--- config.mk ---
export PLATFORM = sky130hd
export DESIGN_NAME = mc_main_control
export DESIGN_NICKNAME = d
export VERILOG_FILES = /design/src/rtl/mc_ctrl_pkg.sv /design/src/rtl/mc_ctrl_decode.sv /design/src/rtl/mc_main_control.sv
export SDC_FILE = /design/constraint.sdc
export NUM_CORES = 1
export LEC_CHECK = 0
export BUFFER_PORTS_ARGS = -buffer_cell sky130_fd_sc_hd__buf_4
export CAP_MARGIN = 20
export CELL_PAD_IN_SITES_DETAIL_PLACEMENT = 0
export CELL_PAD_IN_SITES_GLOBAL_PLACEMENT = 1
export CORE_ASPECT_RATIO = 0.9
export CORE_MARGIN = 10
export CORE_UTILIZATION = 31
export CTS_BUF_LIST = sky130_fd_sc_hd__clkbuf_8 sky130_fd_sc_hd__clkbuf_16
export DETAILED_ROUTE_END_ITERATION = 16
export PLACE_DENSITY_LB_ADDON = 0.15
export SYNTH_ARGS = -nofsm -noshare
export SYNTH_HDL_FRONTEND = slang
export SYNTH_HIERARCHICAL = 1
export SYNTH_SLANG_ARGS = --single-unit
--- constraint.sdc ---
create_clock -name clk -period 1.5 [get_ports clk]
set_clock_uncertainty 0.15 [all_clocks]
set_input_delay 0.075 -clock clk [delete_from_list [all_inputs] [get_ports clk]]
set_output_delay 0.075 -clock clk [all_outputs]
set_load 0.05 [all_outputs]
--- src/rtl/mc_ctrl_pkg.sv ---
// mc_ctrl_pkg
//   Shared definitions for the multi-cycle MIPS main control:
//   state encodings, opcode constants, ALUop codes, datapath
//   select codes and the packed control word that the decoder
//   produces.
package mc_ctrl_pkg;

  typedef enum logic [3:0] {
    st_fetch  = 4'd0,
    st_decode = 4'd1,
    st_memadr = 4'd2,
    st_memrd  = 4'd3,
    st_memwb  = 4'd4,
    st_memwr  = 4'd5,
    st_rtex   = 4'd6,
    st_rtwb   = 4'd7,
    st_beqex  = 4'd8,
    st_addiex = 4'd9,
    st_addiwb = 4'd10,
    st_jex    = 4'd11,
    st_ill    = 4'd12
  } state_t;

  localparam logic [5:0] op_lw    = 6'b100011;
  localparam logic [5:0] op_sw    = 6'b101011;
  localparam logic [5:0] op_rtype = 6'b000000;
  localparam logic [5:0] op_beq   = 6'b000100;
  localparam logic [5:0] op_addi  = 6'b001000;
  localparam logic [5:0] op_j     = 6'b000010;

  localparam logic [1:0] aluop_add   = 2'b00;
  localparam logic [1:0] aluop_sub   = 2'b01;
  localparam logic [1:0] aluop_funct = 2'b10;

  localparam logic [1:0] srcb_reg     = 2'b00;
  localparam logic [1:0] srcb_four    = 2'b01;
  localparam logic [1:0] srcb_imm     = 2'b10;
  localparam logic [1:0] srcb_imm_sh2 = 2'b11;

  localparam logic [1:0] pcsrc_alu    = 2'b00;
  localparam logic [1:0] pcsrc_aluout = 2'b01;
  localparam logic [1:0] pcsrc_jump   = 2'b10;

  typedef struct packed {
    logic       mem_req;
    logic       mem_read;
    logic       mem_write;
    logic       i_or_d;
    logic       ir_write;
    logic       pc_write;
    logic       pc_write_cond;
    logic [1:0] pc_src;
    logic       alu_src_a;
    logic [1:0] alu_src_b;
    logic [1:0] alu_op;
    logic       reg_dst;
    logic       mem_to_reg;
    logic       reg_write;
    logic       illegal_op;
  } ctrl_t;

  // States that wait on the memory handshake.
  function automatic logic is_mem_state(input state_t s);
    return (s == st_fetch) || (s == st_memrd) || (s == st_memwr);
  endfunction

endpackage

--- src/rtl/mc_ctrl_decode.sv ---
// mc_ctrl_decode
//   Purely combinational state -> control word decode.
//   Ports:
//     state      in   current FSM state
//     mem_ready  in   memory handshake (only affects FETCH writes)
//     ctrl       out  full datapath control word
module mc_ctrl_decode
  import mc_ctrl_pkg::*;
(
  input  state_t   state,
  input  logic     mem_ready,
  output ctrl_t    ctrl
);

  always_comb begin
    ctrl = '0;
    case (state)
      st_fetch: begin
        ctrl.mem_req   = 1'b1;
        ctrl.mem_read  = 1'b1;
        ctrl.alu_src_b = srcb_four;
        ctrl.alu_op    = aluop_add;
        ctrl.pc_src    = pcsrc_alu;
        // IR and PC load only on the cycle the fetch completes.
        ctrl.ir_write  = mem_ready;
        ctrl.pc_write  = mem_ready;
      end
      st_decode: begin
        ctrl.alu_src_b = srcb_imm_sh2;
        ctrl.alu_op    = aluop_add;
      end
      st_memadr: begin
        ctrl.alu_src_a = 1'b1;
        ctrl.alu_src_b = srcb_imm;
        ctrl.alu_op    = aluop_add;
      end
      st_memrd: begin
        ctrl.mem_req  = 1'b1;
        ctrl.mem_read = 1'b1;
        ctrl.i_or_d   = 1'b1;
      end
      st_memwb: begin
        ctrl.reg_write  = 1'b1;
        ctrl.mem_to_reg = 1'b1;
      end
      st_memwr: begin
        ctrl.mem_req   = 1'b1;
        ctrl.mem_write = 1'b1;
        ctrl.i_or_d    = 1'b1;
      end
      st_rtex: begin
        ctrl.alu_src_a = 1'b1;
        ctrl.alu_src_b = srcb_reg;
        ctrl.alu_op    = aluop_funct;
      end
      st_rtwb: begin
        ctrl.reg_write = 1'b1;
        ctrl.reg_dst   = 1'b1;
      end
      st_beqex: begin
        ctrl.alu_src_a     = 1'b1;
        ctrl.alu_src_b     = srcb_reg;
        ctrl.alu_op        = aluop_sub;
        ctrl.pc_write_cond = 1'b1;
        ctrl.pc_src        = pcsrc_aluout;
      end
      st_addiex: begin
        ctrl.alu_src_a = 1'b1;
        ctrl.alu_src_b = srcb_imm;
        ctrl.alu_op    = aluop_add;
      end
      st_addiwb: begin
        ctrl.reg_write = 1'b1;
      end
      st_jex: begin
        ctrl.pc_write = 1'b1;
        ctrl.pc_src   = pcsrc_jump;
      end
      st_ill: begin
        ctrl.illegal_op = 1'b1;
      end
      default: ;
    endcase
  end

endmodule

--- src/rtl/mc_main_control.sv ---
// mc_main_control
//   Multi-cycle main control FSM for the MIPS datapath. Holds the
//   state register, the opcode latch and next-state logic; the
//   control word comes from mc_ctrl_decode.
//   Ports:
//     clk, reset_n        clock, async active-low reset
//     opcode              IR[31:26], sampled in DECODE
//     mem_ready           memory access completes this cycle
//     mem_req/read/write  memory request and direction
//     i_or_d              address select (0 PC, 1 ALUOut)
//     ir_write, pc_write, pc_write_cond, pc_src
//     alu_src_a, alu_src_b, alu_op
//     reg_dst, mem_to_reg, reg_write
//     illegal_op          one-cycle pulse on undefined opcode
//     state               current state (debug)
//
//   state  | meaning
//   -------+------------------------------------------
//   fetch  | read instruction at PC, PC+4 -> PC
//   decode | branch target -> ALUOut, dispatch opcode
//   memadr | effective address for lw/sw
//   memrd  | data read, wait for mem_ready
//   memwb  | MDR -> rt
//   memwr  | data write, wait for mem_ready
//   rtex   | R-type ALU operation
//   rtwb   | ALUOut -> rd
//   beqex  | compare, conditional PC update
//   addiex | A + imm
//   addiwb | ALUOut -> rt
//   jex    | jump target -> PC
//   ill    | flag undefined opcode, skip instruction
module mc_main_control
  import mc_ctrl_pkg::*;
#(
  parameter int OPW = 6
) (
  input  logic           clk,
  input  logic           reset_n,
  input  logic [OPW-1:0] opcode,
  input  logic           mem_ready,
  output logic           mem_req,
  output logic           mem_read,
  output logic           mem_write,
  output logic           i_or_d,
  output logic           ir_write,
  output logic           pc_write,
  output logic           pc_write_cond,
  output logic [1:0]     pc_src,
  output logic           alu_src_a,
  output logic [1:0]     alu_src_b,
  output logic [1:0]     alu_op,
  output logic           reg_dst,
  output logic           mem_to_reg,
  output logic           reg_write,
  output logic           illegal_op,
  output logic [3:0]     state
);

  state_t         state_q;
  state_t         state_d;
  logic [OPW-1:0] op_q;
  ctrl_t          ctrl;

  always_ff @(posedge clk or negedge reset_n) begin
    if (!reset_n) begin
      state_q <= st_fetch;
      op_q    <= '0;
    end else begin
      state_q <= state_d;
      if (state_q == st_decode) op_q <= opcode;
    end
  end

  always_comb begin
    state_d = state_q;
    if (is_mem_state(state_q) && !mem_ready) begin
      state_d = state_q;
    end else begin
      case (state_q)
        st_fetch:  state_d = st_decode;
        st_decode: begin
          case (opcode)
            op_lw, op_sw: state_d = st_memadr;
            op_rtype:     state_d = st_rtex;
            op_beq:       state_d = st_beqex;
            op_addi:      state_d = st_addiex;
            op_j:         state_d = st_jex;
            default:      state_d = st_ill;
          endcase
        end
        st_memadr: state_d = (op_q == op_lw) ? st_memrd : st_memwr;
        st_memrd:  state_d = st_memwb;
        st_rtex:   state_d = st_rtwb;
        st_addiex: state_d = st_addiwb;
        default:   state_d = st_fetch;
      endcase
    end
  end

  mc_ctrl_decode u_decode (
    .state     (state_q),
    .mem_ready (mem_ready),
    .ctrl      (ctrl)
  );

  // Reset parks the FSM in FETCH, whose decode would otherwise let
  // mem_ready through to the IR/PC loads; hold them off while in reset.
  assign ir_write      = ctrl.ir_write & reset_n;
  assign pc_write      = ctrl.pc_write & reset_n;
  assign mem_req       = ctrl.mem_req;
  assign mem_read      = ctrl.mem_read;
  assign mem_write     = ctrl.mem_write;
  assign i_or_d        = ctrl.i_or_d;
  assign pc_write_cond = ctrl.pc_write_cond;
  assign pc_src        = ctrl.pc_src;
  assign alu_src_a     = ctrl.alu_src_a;
  assign alu_src_b     = ctrl.alu_src_b;
  assign alu_op        = ctrl.alu_op;
  assign reg_dst       = ctrl.reg_dst;
  assign mem_to_reg    = ctrl.mem_to_reg;
  assign reg_write     = ctrl.reg_write;
  assign illegal_op    = ctrl.illegal_op;
  assign state         = state_q;

endmodule
# After elaboration in Yosys (flattened, before gate mapping)
# Index checks and enable logic that the tools add are counted.
[word_totals]
regBits = 10
inputBits = 9
output_inout_bits = 22
word_cells = 52
[op_classes]
n_eq_ne = 18
muxes = 17
bitwise_logic = 2
n_reduce_logical = 13
[op_table]
columns = ["cell", "n"]
rows = [
  ["$pmux W4 S5", 2],
  ["$pmux W4 S6", 1],
  ["$eq A4 B4 Y1 const B", 5],
  ["$eq A6 B6 Y1 const B", 3],
  ["$eq A4 B3 Y1 const B", 4],
  ["$mux W1", 11],
  ["$eq A4 B2 Y1 const B", 2],
  ["$reduce_or A2 Y1", 4],
  ["$eq A6 B2 Y1 const B", 1],
  ["$eq A6 B3 Y1 const B", 1],
  ["$eq A6 B4 Y1 const B", 1],
  ["$logic_not A6 Y1", 1],
  ["$reduce_or A3 Y1", 2],
  ["$eq A4 B1 Y1 const B", 1],
  ["$logic_not A4 Y1", 1],
  ["$pmux W2 S2", 1],
  ["$reduce_or A4 Y1", 1],
  ["$mux W3", 1],
  ["$and A1 B1 Y1", 2],
  ["$logic_or A1 B1 Y1", 2],
  ["$pmux W1 S2", 1],
  ["$logic_and A1 B1 Y1", 1],
  ["$logic_not A1 Y1", 1],
]

# Logic depth before layout (Yosys ltp)
# Gate-level depths: netlist of run 1.
[depth]
word_depth = 4
ltp_mapped = 4
mapped_depth_nobuf = 4

# Hierarchy
# Netlist of run 1, hierarchy kept.
[by_module_without_submodules]
columns = ["mod", "instances", "cells_per_inst", "area_each_um2", "seq_area_each_um2"]
rows = [
  ["mc_main_control", 1, 56, 575.6, 250.2],
  ["mc_ctrl_decode", 1, 38, 230.2, 0.0],
]

# Least setup slack after synthesis of run 1
# No wires, ideal clock.
[synth_timing]
path_kind = "flip-flop to output port"
startpoint = "register state_q[3], in the netlist state[3]"
endpoint = "output port pc_write_cond"
arrival_ps = 2617
t_required_ps = 1275
setup_slack_ps = -1342
path_stages_with_launch = 5
n_path_buf = 2
cell_sequence = "dfrtp_1 > buf_6 > nand2b_1 > nor3_1 > buf_4"
[synth_between]
elab_chain_len = 2
[synth_lines]
columns = ["item", "line_no", "text"]
rows = [
  ["start: declaration", "mc_main_control.sv:59", "state_t state_q;"],
  ["start signal: assignment", "mc_main_control.sv:66", "state_q <= st_fetch;"],
  ["start signal: assignment", "mc_main_control.sv:69", "state_q <= state_d;"],
  ["$eq A4 B4 Y1", "mc_ctrl_decode.sv:17", "case (state)"],
  ["$mux W1", "mc_ctrl_decode.sv:17", ""],
  ["end: declaration", "mc_main_control.sv:47", "output logic pc_write_cond,"],
]
# No other way between the ends.

==> flow_summary.toml, run 1 <==
[drt]
dr.pass1.iters = 4
viasPerCell = 5.13
wl_mm = 2.81
vias = 938
avgRoutedWirePerCell_um = 15.3
dr.first_iter.drc_count = 20
drtAntennaViolNets = 0
drc_errors = 0

[setup_path]
crit_type = "reg -> out"
r2r_start = "state[1]"
crit_path_start_kind = "register"
crit_start = "state[1]"
r2r_cells = 3
ff2ff_setup_slack_ns = -0.18
worstPathMaxFanout = 3
end_kind = "primary output"
worstPathRequired_ns = 1.27
worst_r2r_endpoint = "op_q[1]"
crit_arrival_ns = 1.68

[worst_hold_path]
holdPathStages = 4
hp-class = "in -> reg"
min-delay-start = "opcode[5]"
min_to = "state[0]"

[placement]
io_buffers = 30
dpl_cell_area_um2 = 1290
gp_congestion = 0.758
hpwl_mm = 2.05

[power_and_ir_drop]
p_leak_nw = 0.748
p_seq_share_pct = 11.4
p_total_w = 0.00446
combPwrFrac_pct = 81.0
power.density_nw_per_um2 = 2510
ir_worst_vdd_uv = 2100
intPower_w = 0.00232
power_switching_w = 0.00215
sw_frac_of_total_pct = 48.1
power_frac_clock_pct = 7.6

[floorplanning]
core_region_area_um2 = 2470
ios = 31
dieArea_um2 = 5040
die_x_um = 73.7
die-height_um = 68.4
initial_utilization_pct = 32.7
rows = 17

[synthesis]
synth_area_um2 = 806
yosys.area_share.simple_pct = 39.0
avgSynthCellArea_um2 = 8.57
synth-compound-area-share_pct = 12.7
synth-adder-area-share_pct = 0
synth_mux_area_share_pct = 8.39
ys_seq_area_share_pct = 31.1
ys.flop_type = "dfrtp_1"
synth_seq_cells = 10
synth_xor_area_share_pct = 4.35
ys_types = 37
synth_nets = 103
synth_enable_flop_cells = 0
syn_inst = 94
synth_top_family_by_area = "simple AND/OR/NAND/NOR gates"
ys_warn_count = 6
synthArstFlopShare_pct = 100

[timing]
slew_viol_final = 0
period_needed_ns = 1.90
final-hold-violation-count = 0
report.final.setup_viol = 27
rsz0062_at_grt = "yes"
worst_slack_ns = -0.405
tightest_slew_ns = 0.483
finalCritPeriodShare_pct = 127
max_freq_ghz = 0.525
slew_headroom_pct = 67.7

[clocking]
clk_pin_slew_ns = 0.05
clockBufferDepth = 2
cts.sinks = 10
clockRootBuffer = "clkbuf_8"
cts_tree = "done"
htreeDepth = 1
cts_buffers = 3
clk_latency_ns = 0.24

[finish]
mostFrequentLayoutCells = "25 x buf_4, 20 x buf_6, 8 x buf_8"
drive_above_1_share_pct = 67.1
nNetsFinal = 165
fill_cells = 174
fin_area_um2 = 1780
antennaDiodeCount = 0
areaGrowthSynthToFinish_pct = 121
layout_commonest_cell = "buf_4"

[outcome]
status = "complete, but fails checks"
violations = "setup timing"

[global_route]
grt_pass1_wl_mm = 4.37
grt_start_max_net_pins = 14
track_usage_pct = 10.8
grt_pass1_vias = 966
antenna_found_initial = 0
grt_overflow = 0

[flow_run]
cap_violations = 0
-- cells in the mapped netlist, types with 2 or more instances --
cell type,n,area (um^2)
o22ai_1,2,12.5
xor2_1,2,17.5
nand2b_1,7,43.8
nor3_1,8,40.0
nand3b_1,2,15.0
mux2_2,4,45.0
a21oi_1,4,20.0
nand3_1,2,10.0
buf_2,2,10.0
o21ai_0,5,25.0
nor2_1,10,37.5
nand2_1,5,18.8
buf_4,2,15.0
and2_1,2,12.5
and3_1,2,12.5
mux2_1,2,22.5
xnor2_1,2,17.5
dfrtp_1,10,250
nor3b_1,3,22.5
-- state kept, by name (all words and copies together), names as in the netlist --
register  flops
state         4
op_q          6
-- power by group through the flow --
stage	Sequential [W]	Clock [W]	Combinational [W]
after floorplan	0.000719	0	0.00185
after global placement	0.000496	0	0.00277
after detailed placement	0.000509	0	0.00280
after CTS	0.000506	0.000344	0.00341
after global routing	0.000528	0.000364	0.00380
final	0.000509	0.000340	0.00361
-- stage by stage --
step	std cells	util (%)	setup slack [ns]	TNS, ns	hold slack (ns)
finish	183	72.1	-0.405	-6.20	0.0349
global route	183	72.1	-0.452	-7.34	0.0701
CTS	182	68.3	-0.377	-5.21	0.0330
detailed placement	162	52.4	-0.200	-1.69	-0.226
global placement	162	52.4	-0.176	-1.51	-0.229
floorplan	94	-	-0.368	-5.43	-0.371
-- layer usage --
layer	vias up	share of wire (%)	global-route usage, %
li1	460	-	-
met1	457	42	12.0
met2	18	52	20.1
met3	3	5.6	3.61
met4	0	0.57	1.40
met5	-	0	0
-- worst max path at each step --
stage	endpoint	slack, ns	cells after the start
floorplan	pc_write_cond	-0.37	4
global placement	op_q[2]	-0.18	3
detailed placement	op_q[2]	-0.20	3
CTS	pc_write	-0.38	4
global route	pc_write	-0.45	4
finish	pc_write	-0.40	4
-- area by class of cell --
class,count,area [um^2],area share [%]
Tap cell,28,35.0,1.97
Sequential cell,10,260,14.6
Timing Repair Buffer,62,648,36.4
Clock buffer,4,55.1,3.09
Multi-Input combinational cell,79,781,43.9
-- repair_timing --
action                                  CTS  global route
endpoints found under the setup margin   26            28
pin swaps                                 8             6
gates cloned                              0             1
buffers inserted                          9             2
resized for setup                        50            17
hold buffers                              7             0
hold endpoints to repair                 16             0
-- critical path, cell delays in order (launching register included) --
cell	delay [ns]
dfrtp_4	0.47
or4b_4	0.54
a21oi_2	0.13
and2_4	0.16
buf_8	0.14
-- cells by family after synthesis --
logic type / Yosys count
and+or+nand+nor: 52
DFF: 10
muxes: 6
buffers and inverters: 5
AOI/OAI and AO/OA: 17
xor gates and xnor gates: 4
Note: power is estimated with default switching activity, not from simulation.
==> run 2: changes to the inputs <==
PLACE_DENSITY_LB_ADDON = 0.2   (was 0.15)
==> run 2 against run 1 <==
  * The run still ends with setup timing left
  * Design area shrank 1.7%
  * Sequential cell count is the same
  * Hold slack gained 0.0026 ns
  * Non-clock buffer count shrank 1
  * Register-to-register slack lost 0.14 ns
  * Final cell count shrank 0.55%
  * Combinational power is essentially flat
  * Sequential power shrank 1%
  * Total power shrank 0.55%
  * Clock power grew 1%
  * Fmax shrank 0.89%
  * Via count grew 1.8%
  * Critical path type unchanged
  * Critical endpoint unchanged
  * Largest cell class unchanged
  * Largest power group unchanged
  * Highest routed layer unchanged
==> flow_summary.toml, run 2 (same netlist as run 1, synthesis figures left out) <==
[placement]
dpl_cell_area_um2 = 1310
io_buffers = 30
hpwl_mm = 2.00
gp_congestion = 0.738

[finish]
fin_area_um2 = 1750
post-route-util_pct = 70.9
regArea_um2 = 260
multi_input_area_um2 = 759
layout_commonest_cell = "buf_4"
areaGrowthSynthToFinish_pct = 117
fill_cells = 183
largest_register_ff_count = 6
largest_register = "op_q"
antennaDiodeCount = 0
mostFrequentLayoutCells = "24 x buf_4, 21 x buf_6, 7 x dlygate4sd3_1, 7 x buf_8"
drive_above_1_share_pct = 64.9
nNetsFinal = 164

[clocking]
htreeDepth = 1
cts_tree = "done"
clockRootBuffer = "clkbuf_8"
cts.sinks = 10
cts_buffers = 3
clk_pin_slew_ns = 0.05
clockBufferDepth = 2
clk_latency_ns = 0.23

[power_and_ir_drop]
power.density_nw_per_um2 = 2540
power_frac_clock_pct = 7.7
combPwrFrac_pct = 80.9
p_leak_nw = 0.733
sw_frac_of_total_pct = 48.4
intPower_w = 0.00229
power_switching_w = 0.00215
p_seq_share_pct = 11.3
p_total_w = 0.00444
ir_worst_vdd_uv = 1780

[setup_path]
worstPathRequired_ns = 1.27
worstPathMaxFanout = 3
crit_arrival_ns = 1.70
end_kind = "primary output"
crit_type = "reg -> out"
crit_path_start_kind = "register"

[flow_run]
cap_violations = 0

[worst_hold_path]
hp-class = "in -> reg"

[drt]
dr.pass1.iters = 4
drtAntennaViolNets = 0
drc_errors = 0
dr.first_iter.drc_count = 25
viasPerCell = 5.25
avgRoutedWirePerCell_um = 16.2
wl_mm = 2.94
vias = 955

[floorplanning]
rows = 17
dieArea_um2 = 5040
ios = 31
core_region_area_um2 = 2470
initial_utilization_pct = 32.7
die_x_um = 73.7
die-height_um = 68.4

[global_route]
grt_overflow = 0
antenna_found_initial = 0
grt_start_max_net_pins = 12
grt_pass1_vias = 992
grt_pass1_wl_mm = 4.84
track_usage_pct = 12.0

[outcome]
status = "complete, but fails checks"
violations = "setup timing"

[timing]
final-hold-violation-count = 0
rsz0062_at_grt = "yes"
hold_ws_ns = 0.0374
slew_viol_final = 0
tightest_slew_ns = 0.469
worst_slack_ns = -0.422
report.final.setup_viol = 28
period_needed_ns = 1.92
finalCritPeriodShare_pct = 128
max_freq_ghz = 0.520
slew_headroom_pct = 68.6
fin_setup_tns_ns = -6.16
## run 2: cell count changes in the layout (fill, tap and decap cells not counted), sizes merged
cell and delta:
clkbuf -1
## run 2: layout make-up
cell class	count	area share, %
timing repair buffer	61	36.6
multi-input combinational	79	43.4
sequential	10	14.9
tap	28	2.00
clock buffer	4	3.15
## run 2: per-layer routing
layer  share of wire [%]  GRT usage [%]  up-vias
met3                 6.2           3.32        2
met4                0.92           1.86        0
met5                   0              0        -
li1                    -              -      466
met2                  53           20.9       24
met1                  40           14.6      463
## run 2: final timing paths
path	start	to	slack, ns	cells after the start
max in group asynchronous	reset_n	state[3]	0.63	2
worst min register to register	op_q[2]	op_q[2]	0.36	1
worst max-delay path	state[1]	pc_write	-0.42	4
worst min-delay path	opcode[5]	state[0]	0.04	4
worst max register to register	state[1]	op_q[1]	-0.32	4
min in group asynchronous	reset_n	op_q[4]	0.21	2
## run 2: power by group through the flow
stage | Combinational (W) | Clock, W | Sequential (W)
after floorplan | 0.00185 | 0 | 0.000719
after global placement | 0.00280 | 0 | 0.000501
after detailed placement | 0.00284 | 0 | 0.000504
after CTS | 0.00360 | 0.000345 | 0.000504
after global routing | 0.00379 | 0.000359 | 0.000524
final | 0.00359 | 0.000344 | 0.000504
## run 2: critical path, cell delays in order (launching register included)
cell and delay [ns]:
dfrtp_4 0.47, or4b_1 0.54, a21oi_2 0.15, and2_4 0.16
buf_8 0.14
## run 2: timing repair
item / in CTS / in global routing
setup endpoints to repair: 26 / 29
pin swaps: 12 / 9
setup buffers: 7 / 0
hold buffers: 7 / 0
resized for setup: 54 / 5
cloned: 1 / 0
endpoints found under the hold margin: 16 / 0
## run 2: metrics by stage
step,instances,setup slack (ns)
after floorplan,94,-0.368
after global placement,164,-0.199
after detailed placement,164,-0.213
after CTS,183,-0.380
after global routing,182,-0.453
final,182,-0.422
